==> src/rtl/rv32_pkg.sv <==
// Shared RV32I fetch-stage definitions: NOP encoding, reset vector, fetch FSM states.
// Latency: n/a (types, constants and pure helper functions only).
// Backpressure: n/a.
package rv32_pkg;

  localparam logic [31:0] NOP_INSTR        = 32'h0000_0013;  // addi x0, x0, 0
  localparam logic [31:0] DEFAULT_RESET_PC = 32'h0000_0000;

  typedef enum logic [1:0] {
    BOOT  = 2'd0,
    RUN   = 2'd1,
    FAULT = 2'd2
  } fetch_state_t;

  // Sequential PC; wraps modulo 2^32 by construction.
  function automatic logic [31:0] pc_next(input logic [31:0] pc);
    return pc + 32'd4;
  endfunction

  function automatic logic is_word_aligned(input logic [31:0] addr);
    return (addr[1:0] == 2'b00);
  endfunction

endpackage

==> src/rtl/instruction_fetch_if_id_reg.sv <==
// IF/ID pipeline register: captures (pc, instr) with a valid bit; resets to NOP.
// Latency: 1 cycle from load_i to outputs. Ports: load_i/bubble_i controls, pc_i/instr_i in, valid/pc/pc+4/instr out.
// Backpressure: holds contents when neither load_i nor bubble_i is set; load_i wins over bubble_i.
module if_id_reg
  import rv32_pkg::*;
(
  input  logic        clk,
  input  logic        rst_n,
  input  logic        load_i,
  input  logic        bubble_i,
  input  logic [31:0] pc_i,
  input  logic [31:0] instr_i,
  output logic        valid_o,
  output logic [31:0] pc_o,
  output logic [31:0] pc_plus4_o,
  output logic [31:0] instr_o
);

  logic        valid_q, valid_d;
  logic [31:0] pc_q, pc_d;
  logic [31:0] instr_q, instr_d;

  // A bubble kills the instruction but keeps the PC fields, so the link
  // value downstream stays that of the last real instruction.
  always_comb begin
    valid_d = valid_q;
    pc_d    = pc_q;
    instr_d = instr_q;
    if (load_i) begin
      valid_d = 1'b1;
      pc_d    = pc_i;
      instr_d = instr_i;
    end else if (bubble_i) begin
      valid_d = 1'b0;
      instr_d = NOP_INSTR;
    end
  end

  always_ff @(posedge clk or negedge rst_n) begin
    if (!rst_n) begin
      valid_q <= 1'b0;
      pc_q    <= 32'h0000_0000;
      instr_q <= NOP_INSTR;
    end else begin
      valid_q <= valid_d;
      pc_q    <= pc_d;
      instr_q <= instr_d;
    end
  end

  assign valid_o    = valid_q;
  assign pc_o       = pc_q;
  assign pc_plus4_o = pc_next(pc_q);
  assign instr_o    = instr_q;

endmodule

==> src/rtl/instruction_fetch.sv <==
// RV32I fetch stage: owns the PC, addresses the combinational imem, fills IF/ID.
// Latency: instruction at A appears on IF/ID one edge after imem_addr = A; redirect costs one bubble.
// Backpressure: stall_i holds PC and IF/ID; redirect overrides stall; misaligned redirect -> sticky FAULT.
// Ports: clk/rst_n; imem_addr/imem_instr; stall_i, flush_i, redirect_valid_i/redirect_pc_i;
//        if_id_{valid,pc,pc_plus4,instr}_o; fetch_fault_o; fetch_count_o.
module instruction_fetch
  import rv32_pkg::*;
#(
  parameter logic [31:0] RESET_PC = DEFAULT_RESET_PC
) (
  input  logic        clk,
  input  logic        rst_n,
  output logic [31:0] imem_addr,
  input  logic [31:0] imem_instr,
  input  logic        stall_i,
  input  logic        flush_i,
  input  logic        redirect_valid_i,
  input  logic [31:0] redirect_pc_i,
  output logic        if_id_valid_o,
  output logic [31:0] if_id_pc_o,
  output logic [31:0] if_id_pc_plus4_o,
  output logic [31:0] if_id_instr_o,
  output logic        fetch_fault_o,
  output logic [31:0] fetch_count_o
);

  fetch_state_t state_q, state_d;
  logic [31:0]  pc_q, pc_d;
  logic         fault_q, fault_d;
  logic [31:0]  count_q, count_d;
  logic         load;
  logic         bubble;

  always_comb begin
    state_d = state_q;
    pc_d    = pc_q;
    fault_d = fault_q;
    count_d = count_q;
    load    = 1'b0;
    bubble  = 1'b0;

    unique case (state_q)
      BOOT: begin
        // First cycle out of reset: present RESET_PC, leave IF/ID untouched.
        state_d = RUN;
      end

      RUN: begin
        if (redirect_valid_i) begin
          bubble = 1'b1;  // fall-through instruction is wrong-path
          if (!is_word_aligned(redirect_pc_i)) begin
            state_d = FAULT;
            fault_d = 1'b1;
          end else begin
            pc_d = redirect_pc_i;
          end
        end else if (stall_i) begin
          bubble = flush_i;  // stall keeps the PC; flush still kills IF/ID
        end else if (flush_i) begin
          pc_d   = pc_next(pc_q);
          bubble = 1'b1;
        end else begin
          pc_d    = pc_next(pc_q);
          load    = 1'b1;
          count_d = count_q + 32'd1;
        end
      end

      FAULT: begin
        // Frozen until reset; keep IF/ID empty.
        bubble = 1'b1;
      end

      default: begin
        state_d = FAULT;
        fault_d = 1'b1;
        bubble  = 1'b1;
      end
    endcase
  end

  always_ff @(posedge clk or negedge rst_n) begin
    if (!rst_n) begin
      state_q <= BOOT;
      pc_q    <= RESET_PC;
      fault_q <= 1'b0;
      count_q <= 32'h0000_0000;
    end else begin
      state_q <= state_d;
      pc_q    <= pc_d;
      fault_q <= fault_d;
      count_q <= count_d;
    end
  end

  if_id_reg u_if_id_reg (
    .clk        (clk),
    .rst_n      (rst_n),
    .load_i     (load),
    .bubble_i   (bubble),
    .pc_i       (pc_q),
    .instr_i    (imem_instr),
    .valid_o    (if_id_valid_o),
    .pc_o       (if_id_pc_o),
    .pc_plus4_o (if_id_pc_plus4_o),
    .instr_o    (if_id_instr_o)
  );

  // Straight from the flop: no logic between pc_q and the memory address.
  assign imem_addr     = pc_q;
  assign fetch_fault_o = fault_q;
  assign fetch_count_o = count_q;

endmodule

==> config.mk <==
export PLATFORM = sky130hd
export DESIGN_NAME = instruction_fetch
export DESIGN_NICKNAME = d
export VERILOG_FILES = /design/src/rtl/rv32_pkg.sv /design/src/rtl/instruction_fetch_if_id_reg.sv /design/src/rtl/instruction_fetch.sv
export SDC_FILE = /design/constraint.sdc
export NUM_CORES = 1
export LEC_CHECK = 0
export CAP_MARGIN = 20
export CORE_ASPECT_RATIO = 0.8
export CORE_MARGIN = 2
export CORE_UTILIZATION = 25
export CTS_BUF_LIST = sky130_fd_sc_hd__clkbuf_16
export CTS_CLUSTER_DIAMETER = 60
export DETAILED_ROUTE_END_ITERATION = 6
export REMOVE_ABC_BUFFERS = 1
export SETUP_SLACK_MARGIN = 0.1
export SYNTH_ARGS = -nofsm -noshare
export SYNTH_HDL_FRONTEND = slang
export SYNTH_SLANG_ARGS = --single-unit
==> constraint.sdc <==
create_clock -name clk -period 2.2 [get_ports clk]
set_input_delay 0.44 -clock clk [delete_from_list [all_inputs] [get_ports clk]]
set_output_delay 0.44 -clock clk [all_outputs]
set_load 0.01 [all_outputs]
After elaboration in Yosys (flattened, before gate mapping)
Index checks and enable logic that the tools add are counted.
{"block": "classes", "n_addsub": 3, "n_mul": 0, "div": 0, "order_cmp": 0, "n_eq_ne": 6, "shifts": 0, "muxes": 21, "bitwise": 5, "reduce_logical": 8}
{"op": "two-way mux 32 bit", "n": 5}
{"op": "adder 32 x 3 -> 32 bit, second input constant", "n": 2}
{"op": "adder 32 x 1 -> 32 bit, second input constant", "n": 1}
{"op": "two-way mux 1 bit", "n": 11}
{"op": "AND reduction 3 bit", "n": 3}
{"op": "case mux 2 bit (3 select lines)", "n": 1}
{"op": "NOT 1 bit", "n": 5}
{"op": "zero test 2 bit", "n": 2}
{"op": "two-way mux 2 bit", "n": 2}
{"op": "!= test 2 x 1 -> 1 bit, second input constant", "n": 2}
{"op": "!= test 2 bit, second input constant", "n": 2}
{"op": "case mux 1 bit (2 select lines)", "n": 2}
{"op": "AND reduction 4 bit", "n": 1}
{"op": "== test 2 x 1 -> 1 bit, second input constant", "n": 1}
{"op": "== test 2 bit, second input constant", "n": 1}
{"op": "nonzero test 2 bit", "n": 1}
{"op": "OR reduction 2 bit", "n": 1}
{"block": "word_totals", "ff_bits": 132, "latchBits": 0, "mem_bits_rw": 0, "rom_bits": 0, "input_bits": 69, "wordCells": 50, "memories": 0}

Longest topological paths before layout
Gate-level depths: netlist of the first run.
{"block": "depth", "ltp_word": 6, "mapped_depth": 7}

Hierarchy
A second synthesis of the first run with hierarchy kept.
{"block": "unflattened", "hier_cells": 598, "hier_area_um2": 6480.0}
{"module": "instruction_fetch", "n_inst": 1, "cells_per_inst": 367, "area_each_um2": 3562.2}
{"module": "if_id_reg", "n_inst": 1, "cells_per_inst": 231, "area_each_um2": 2917.8}

Worst setup path after synthesis of the first run
No wires, ideal clock.
{"block": "synth_path", "kind": "flip-flop to output port", "startpoint": "reg u_if_id_reg.pc_q[2], in the netlist u_if_id_reg.pc_o[2]", "endpoint": "out if_id_pc_plus4_o[16]", "arrival_time_ns": 1.896, "slack_ns": -0.136, "path_stages_with_launch": 7, "path_cell_list": "dfrtp_1 > ha_1 > and4_1 > nor3b_1 > and3_1 > nand3_1 > xnor2_1"}
{"block": "synth_via", "elab_chain_cells": 1}
{"element": "from (decl)", "line": "instruction_fetch_if_id_reg.sv:20", "text": "logic [31:0] pc_q, pc_d;"}
{"element": "from (signal assigned)", "line": "instruction_fetch_if_id_reg.sv:46", "text": "pc_q <= pc_d;"}
{"element": "adder 32 x 3 -> 32 bit", "line": "rv32_pkg.sv:17", "text": "return pc + 32'd4;"}
{"element": "to (decl)", "line": "instruction_fetch.sv:21", "text": "output logic [31:0] if_id_pc_plus4_o,"}
Every way passes these cells.

Worst setup path in the final report of the first run
{"block": "layout_path", "startpoint": "reg u_if_id_reg.pc_q[3], in the netlist u_if_id_reg.pc_o[3]", "endpoint": "out if_id_pc_plus4_o[24]"}
Same word-level chain as after synthesis.

==> results of run 1 <==
## worst register-to-register path: stages (launching register included)
cell,delay [ps]
dfrtp_1,410
nor4b_4,290
nand4_1,170
or4_4,580
buf_8,170
nor3_4,160
xor2_1,160
## timing repair
item	4_1_cts	5_1_grt
pin swaps	24	27
resized for setup	143	35
cloned	0	1
buffers inserted	10	8
endpoints found under the setup margin	32	45
hold endpoints to repair	0	0
## flip-flops by register name, summed over array words and instances (netlist names)
| signal | count |
|---|---|
| fetch_count_o | 32 |
| imem_addr | 32 |
| u_if_id_reg.instr_o | 32 |
| u_if_id_reg.pc_o | 32 |
| state_q | 2 |
| fetch_fault_o | 1 |
| u_if_id_reg.valid_o | 1 |
## how the worst max path moves through the flow
stage,to
2_1_floorplan,fetch_count_o[4]
3_3_place_gp,if_id_pc_plus4_o[26]
3_5_place_dp,if_id_pc_plus4_o[30]
4_1_cts,if_id_pc_plus4_o[24]
5_1_grt,if_id_pc_plus4_o[24]
6_report,if_id_pc_plus4_o[24]
## power groups by stage
stage | clock network, mW | registers (mW) | logic (mW)
finish | 2.89 | 2.66 | 1.39
detailed placement | 0 | 2.70 | 1.43
global route | 3.09 | 2.68 | 1.51
global placement | 0 | 2.69 | 1.42
floorplan | 0 | 2.82 | 0.315
CTS | 3.00 | 2.66 | 1.37
## final cells by class
type | instances | area (um^2) | share of cell area
clock buffer | 17 | 425 | 0.0395
clock inverter | 15 | 169 | 0.0157
inverter | 13 | 48.8 | 0.00453
multi-input combinational | 481 | 3170 | 0.295
sequential | 132 | 3310 | 0.307
tap | 324 | 405 | 0.0376
timing repair buffer | 349 | 3240 | 0.301
## stage by stage
stage	power, mW	TNS [ps]
finish	6.95	-5130
CTS	7.03	-5910
global placement	4.12	-15150
floorplan	3.14	-79400
global route	7.29	-7600
detailed placement	4.13	-17580
## logic make-up (layout without fill, tap and decap cells)
| kind of cell | count (synthesis) | count (layout) | share of synthesized area |
|---|---|---|---|
| fa+ha+maj | 3 | 3 | 0.00586 |
| xor+xnor | 59 | 59 | 0.0807 |
| buf+inv | 49 | 394 | 0.0315 |
| compound gates | 110 | 110 | 0.118 |
| flops | 132 | 132 | 0.517 |
| mux | 17 | 17 | 0.0270 |
| simple gates | 292 | 292 | 0.221 |
## metal layers
layer,vias to the layer above,wire (um),track usage
li1,2999,-,-
met1,3009,10800,0.240
met2,155,10800,0.271
met3,17,916,0.0300
met4,0,227,0.0404
met5,-,0,0
## synth_stat cells, types with 16 or more instances
library cell / instances / area [um^2]
a21oi_1: 25 / 125
a22o_1: 30 / 263
clkbuf_1: 30 / 113
dfrtp_1: 129 / 3230
nand2_1: 146 / 548
nand3_1: 26 / 130
nand4_1: 27 / 169
nor2_1: 33 / 124
o21ai_0: 16 / 80.1
o22ai_1: 16 / 100
xnor2_1: 39 / 342
xor2_1: 20 / 175
==> qor.yml, run 1 <==
status:
  status: "finished, violations left"
  failed_checks: "negative setup slack"
timing:
  post-route-period-util: 1.18
  rsz0062_at_grt: "true"
  hold_ws_ps: 5.18
  finalHoldViolations: 0
  worst_slack_ps: -400
  tightest_slew_ps: 619
  fin_skew_ps: 17.6
  fmax_ghz: 0.385
  fin_crit_ps: 2600
  setup_viol: 21
  slew_violations: 0
  relSlewSlack: 0.587
pwr:
  leakagePower_nw: 4.96
  p_clk_frac: 0.416
  cellPowerDensity_nw_per_um2: 645
  internal_power_mw: 4.99
  comb_power_share: 0.200
  p_switching_mw: 1.96
  swShare: 0.282
  peakVddDrop_uv: 424
  pwr-share-seq: 0.383
synthesis:
  synth_edf_count: 0
  syn_area_per_cell_um2: 9.67
  ys_types: 49
  ys_async_sr_fraction: 1.00
  synth-seq-area-share: 0.517
  ys.flop_type: "dfrtp_1"
  yosysWarnings: 0
  synth_cells: 662
  ys_seq_elements: 132
  syn_area_um2: 6400
critical_path:
  crit_type: "flop to output port"
  cp_data_arrival_time_ps: 2160
  worstRegToRegCells: 6
  crit_family: "simple AND/OR/NAND/NOR gates"
  cp_max_fo: 3
  r2r_setup_slack_ps: 190
  r2r-end: "fetch_count_o[29]"
  cp_num_buf_inv: 3
  cp.depth: 9
  start_kind: "flop"
  crit_path_frequent_cell: "buf_6"
  critPathMaxStageDelay_ps: 350
  crit_chain: "ha_2, and4_4, nor3b_4, buf_6, buf_6, nand2_4, nor3_4, xor2_1, buf_2"
  end_kind: "output port"
  critPathLaunch: "u_if_id_reg.pc_o[3]"
  cp.required_ps: 1760
  cp_slowest_cell: "dfrtp_1"
  rr_startpoint: "state_q[1]"
finish:
  stdcell_count: 1331
  final_common_cell: "clkdlybuf4s50_1"
  fillers: 2424
  layout_common_cells: "199 x clkdlybuf4s50_1, 138 x nand2_1, 129 x dfrtp_1, 99 x buf_4, 33 x xnor2_1"
  area_growth_pct: 68.2
  finish.instance_area_um2: 10800
  drive_above_1_share: 0.232
  diodes: 0
  utilization: 0.427
  nets: 1066
clock_tree:
  cts_tree: "built"
  cts.sinks: 132
  clkTransAtPathRegs_ps: 70
  cts_made_buffers: 17
  clk_latency_ps: 420
  cts_htree_levels: 4
  cts-root-buf: "clkbuf_16"
  hold_buffers: 0
  cts.path.max_buffers: 2
placed_design:
  dp_cells: 1287
  placed_area_um2: 9900
  dp_slack_ps: -538
  dp_hpwl_mm: 16.7
  port_buffers: 230
  gp_congestion: 0.780
global_route:
  grt_use_total: 0.170
  grt_pass1_vias: 6226
  grt_pass1_wl_mm: 35.6
  grt_max_degree: 60
  grt_antenna_before_repair: 0
  overflow: 0
job:
  cap_violations: 0
drt:
  vias: 6180
  first_pass_iters: 5
  drt.antenna.violating_nets: 0
  first_iter_violations: 300
  drcViolationCount: 0
  wirelength_mm: 22.8
  vias_per_cell: 4.64
  wl_per_cell_um: 17.1
floorplan:
  core_area_um2: 25200
  rows: 52
  die_h_um: 147
  io_pins: 231
  start_util: 0.254
  dieArea_um2: 26900
  die_width_um: 183
worst_hold_path:
  hp-class: "input pin to async pin"
Note: power is estimated with default switching activity, not from simulation.
==> run 2, diff against run 1 <==
CTS_CLUSTER_DIAMETER = 150   (was 60)
==> results of run 2 <==
Same layout as run 1: the final DEF is identical, and so are final timing and power.
==> run 3, diff against run 2 <==
CORE_MARGIN = 10   (was 2)
==> run 3 against run 2 <==
Compared with the run above: the run still ends with negative setup slack left; final area fell by 1.5%; hold slack improved by 460 ps; power rose by 0.10%; sequential power barely moved; clock power barely moved; non-clock buffer count fell by 8; clock skew fell by 3.2 ps; maximum frequency barely moved; critical endpoint is now if_id_pc_plus4_o[22]; highest routed layer unchanged.
==> qor.yml, run 3 (synthesis results as in run 1) <==
status:
  status: "finished, violations left"
  failed_checks: "negative setup slack"
clock_tree:
  cts_htree_levels: 4
  cts.path.max_buffers: 2
  clkTransAtPathRegs_ps: 70
  cts.sinks: 132
  cts_made_buffers: 17
  clk_latency_ps: 420
  cts_tree: "built"
  cts-root-buf: "clkbuf_16"
drt:
  drcViolationCount: 0
  wirelength_mm: 24.4
  vias_per_cell: 4.67
  wl_per_cell_um: 18.4
  drt.antenna.violating_nets: 0
  first_iter_violations: 326
  first_pass_iters: 4
  vias: 6183
pwr:
  leakagePower_nw: 4.85
  p_switching_mw: 1.97
  cellPowerDensity_nw_per_um2: 655
  comb_power_share: 0.205
  pwr-share-seq: 0.383
  peakVddDrop_uv: 465
  swShare: 0.283
  p_clk_frac: 0.412
  internal_power_mw: 4.99
critical_path:
  start_kind: "flop"
  cp_max_fo: 3
  rr_startpoint: "state_q[1]"
  cp.required_ps: 1760
  end_kind: "output port"
  critPathLaunch: "u_if_id_reg.pc_o[2]"
  cp_data_arrival_time_ps: 2160
  crit_type: "flop to output port"
finish:
  seqCellArea_um2: 3310
  layout_common_cells: "198 x clkdlybuf4s50_1, 138 x nand2_1, 128 x dfrtp_1, 95 x buf_4, 34 x xnor2_1"
  finish.instance_area_um2: 10600
  final_common_cell: "clkdlybuf4s50_1"
  fillers: 2480
  multiInputGateArea_um2: 3110
  utilization: 0.420
  nets: 1058
  drive_above_1_share: 0.218
  area_growth_pct: 65.8
timing:
  tightest_slew_ps: 480
  relSlewSlack: 0.680
  setup_tns_ps: -5360
  rsz0062_at_grt: "true"
  post-route-period-util: 1.18
  slew_violations: 0
  setup_viol: 22
  fin_crit_ps: 2600
  hold_ws_ps: 468
  fin_skew_ps: 14.3
  finalHoldViolations: 0
  fmax_ghz: 0.385
  worst_slack_ps: -399
global_route:
  grt_pass1_vias: 6250
  grt_antenna_before_repair: 2
  grt_use_total: 0.148
  grt_pass1_wl_mm: 37.5
  grt_max_degree: 49
  overflow: 0
placed_design:
  dp_hpwl_mm: 18.6
  placed_area_um2: 9810
  port_buffers: 230
  dp_slack_ps: -440
  gp_congestion: 0.825
floorplan:
  dieArea_um2: 32500
  core_area_um2: 25200
  io_pins: 231
  start_util: 0.254
  die_h_um: 163
  die_width_um: 199
  rows: 52
job:
  cap_violations: 0
worst_hold_path:
  min_from: "fetch_count_o[31]"
  hp-class: "flop to flop"
run 3: cell count changes in the layout (fill, tap and decap cells not counted), sizes merged, moves of 2 or more:
cell / change
buf: -8
clkinv: +4
inv: -3
diode: +2
run 3: routing by layer:
layer | global-route usage | share of wire
met5 | 0 | 0
met4 | 0.0357 | 0.011
met3 | 0.0383 | 0.048
met2 | 0.240 | 0.49
met1 | 0.193 | 0.45
run 3: final timing paths:
| kind | end | cells past startpoint | slack [ps] |
|---|---|---|---|
| worst max-delay path | if_id_pc_plus4_o[22] | 9 | -400 |
| worst min-delay path | fetch_count_o[31] | 1 | 470 |
| worst max register to register | fetch_count_o[31] | 6 | 210 |
| worst min register to register | fetch_count_o[31] | 1 | 470 |
| max in group asynchronous | state_q[1] | 3 | 1030 |
| min in group asynchronous | fetch_count_o[24] | 2 | 530 |
run 3: critical path, cell delays in order (launching register included):
cell and delay (ps):
dfrtp_1 360, ha_2 180, and4_1 190, nor3b_2 190, buf_6 160, buf_4 130, buf_4 110, nand4_1 120
xnor2_1 150, buf_2 150
run 3: layout make-up:
cell class                      count  share of cell area
Antenna cell                        2            0.000472
Clock buffer                       17              0.0401
Clock inverter                     15              0.0146
Inverter                           13             0.00460
Multi-Input combinational cell    481               0.293
Sequential cell                   132               0.312
Tap cell                          324              0.0382
Timing Repair Buffer              341               0.297
run 3: what timing repair did:
action | 4_1_cts | 5_1_grt
buffers inserted | 7 | 8
resized for setup | 148 | 15
endpoints found under the setup margin | 35 | 33
hold endpoints to repair | 42 | 0
pin swaps | 30 | 18
hold buffers | 1 | 0
run 3: power by group through the flow:
stage / Sequential, mW / Clock, mW / Combinational [mW]
floorplan: 2.82 / 0 / 0.315
global placement: 2.70 / 0 / 1.44
detailed placement: 2.71 / 0 / 1.44
CTS: 2.66 / 2.95 / 1.41
global route: 2.68 / 3.04 / 1.56
finish: 2.66 / 2.87 / 1.42
run 3: through the flow:
stage	std cells	power (mW)
6_report	1325	6.96
5_1_grt	1324	7.28
4_1_cts	1315	7.02
3_5_place_dp	1277	4.15
3_3_place_gp	1277	4.14
2_1_floorplan	626	3.14
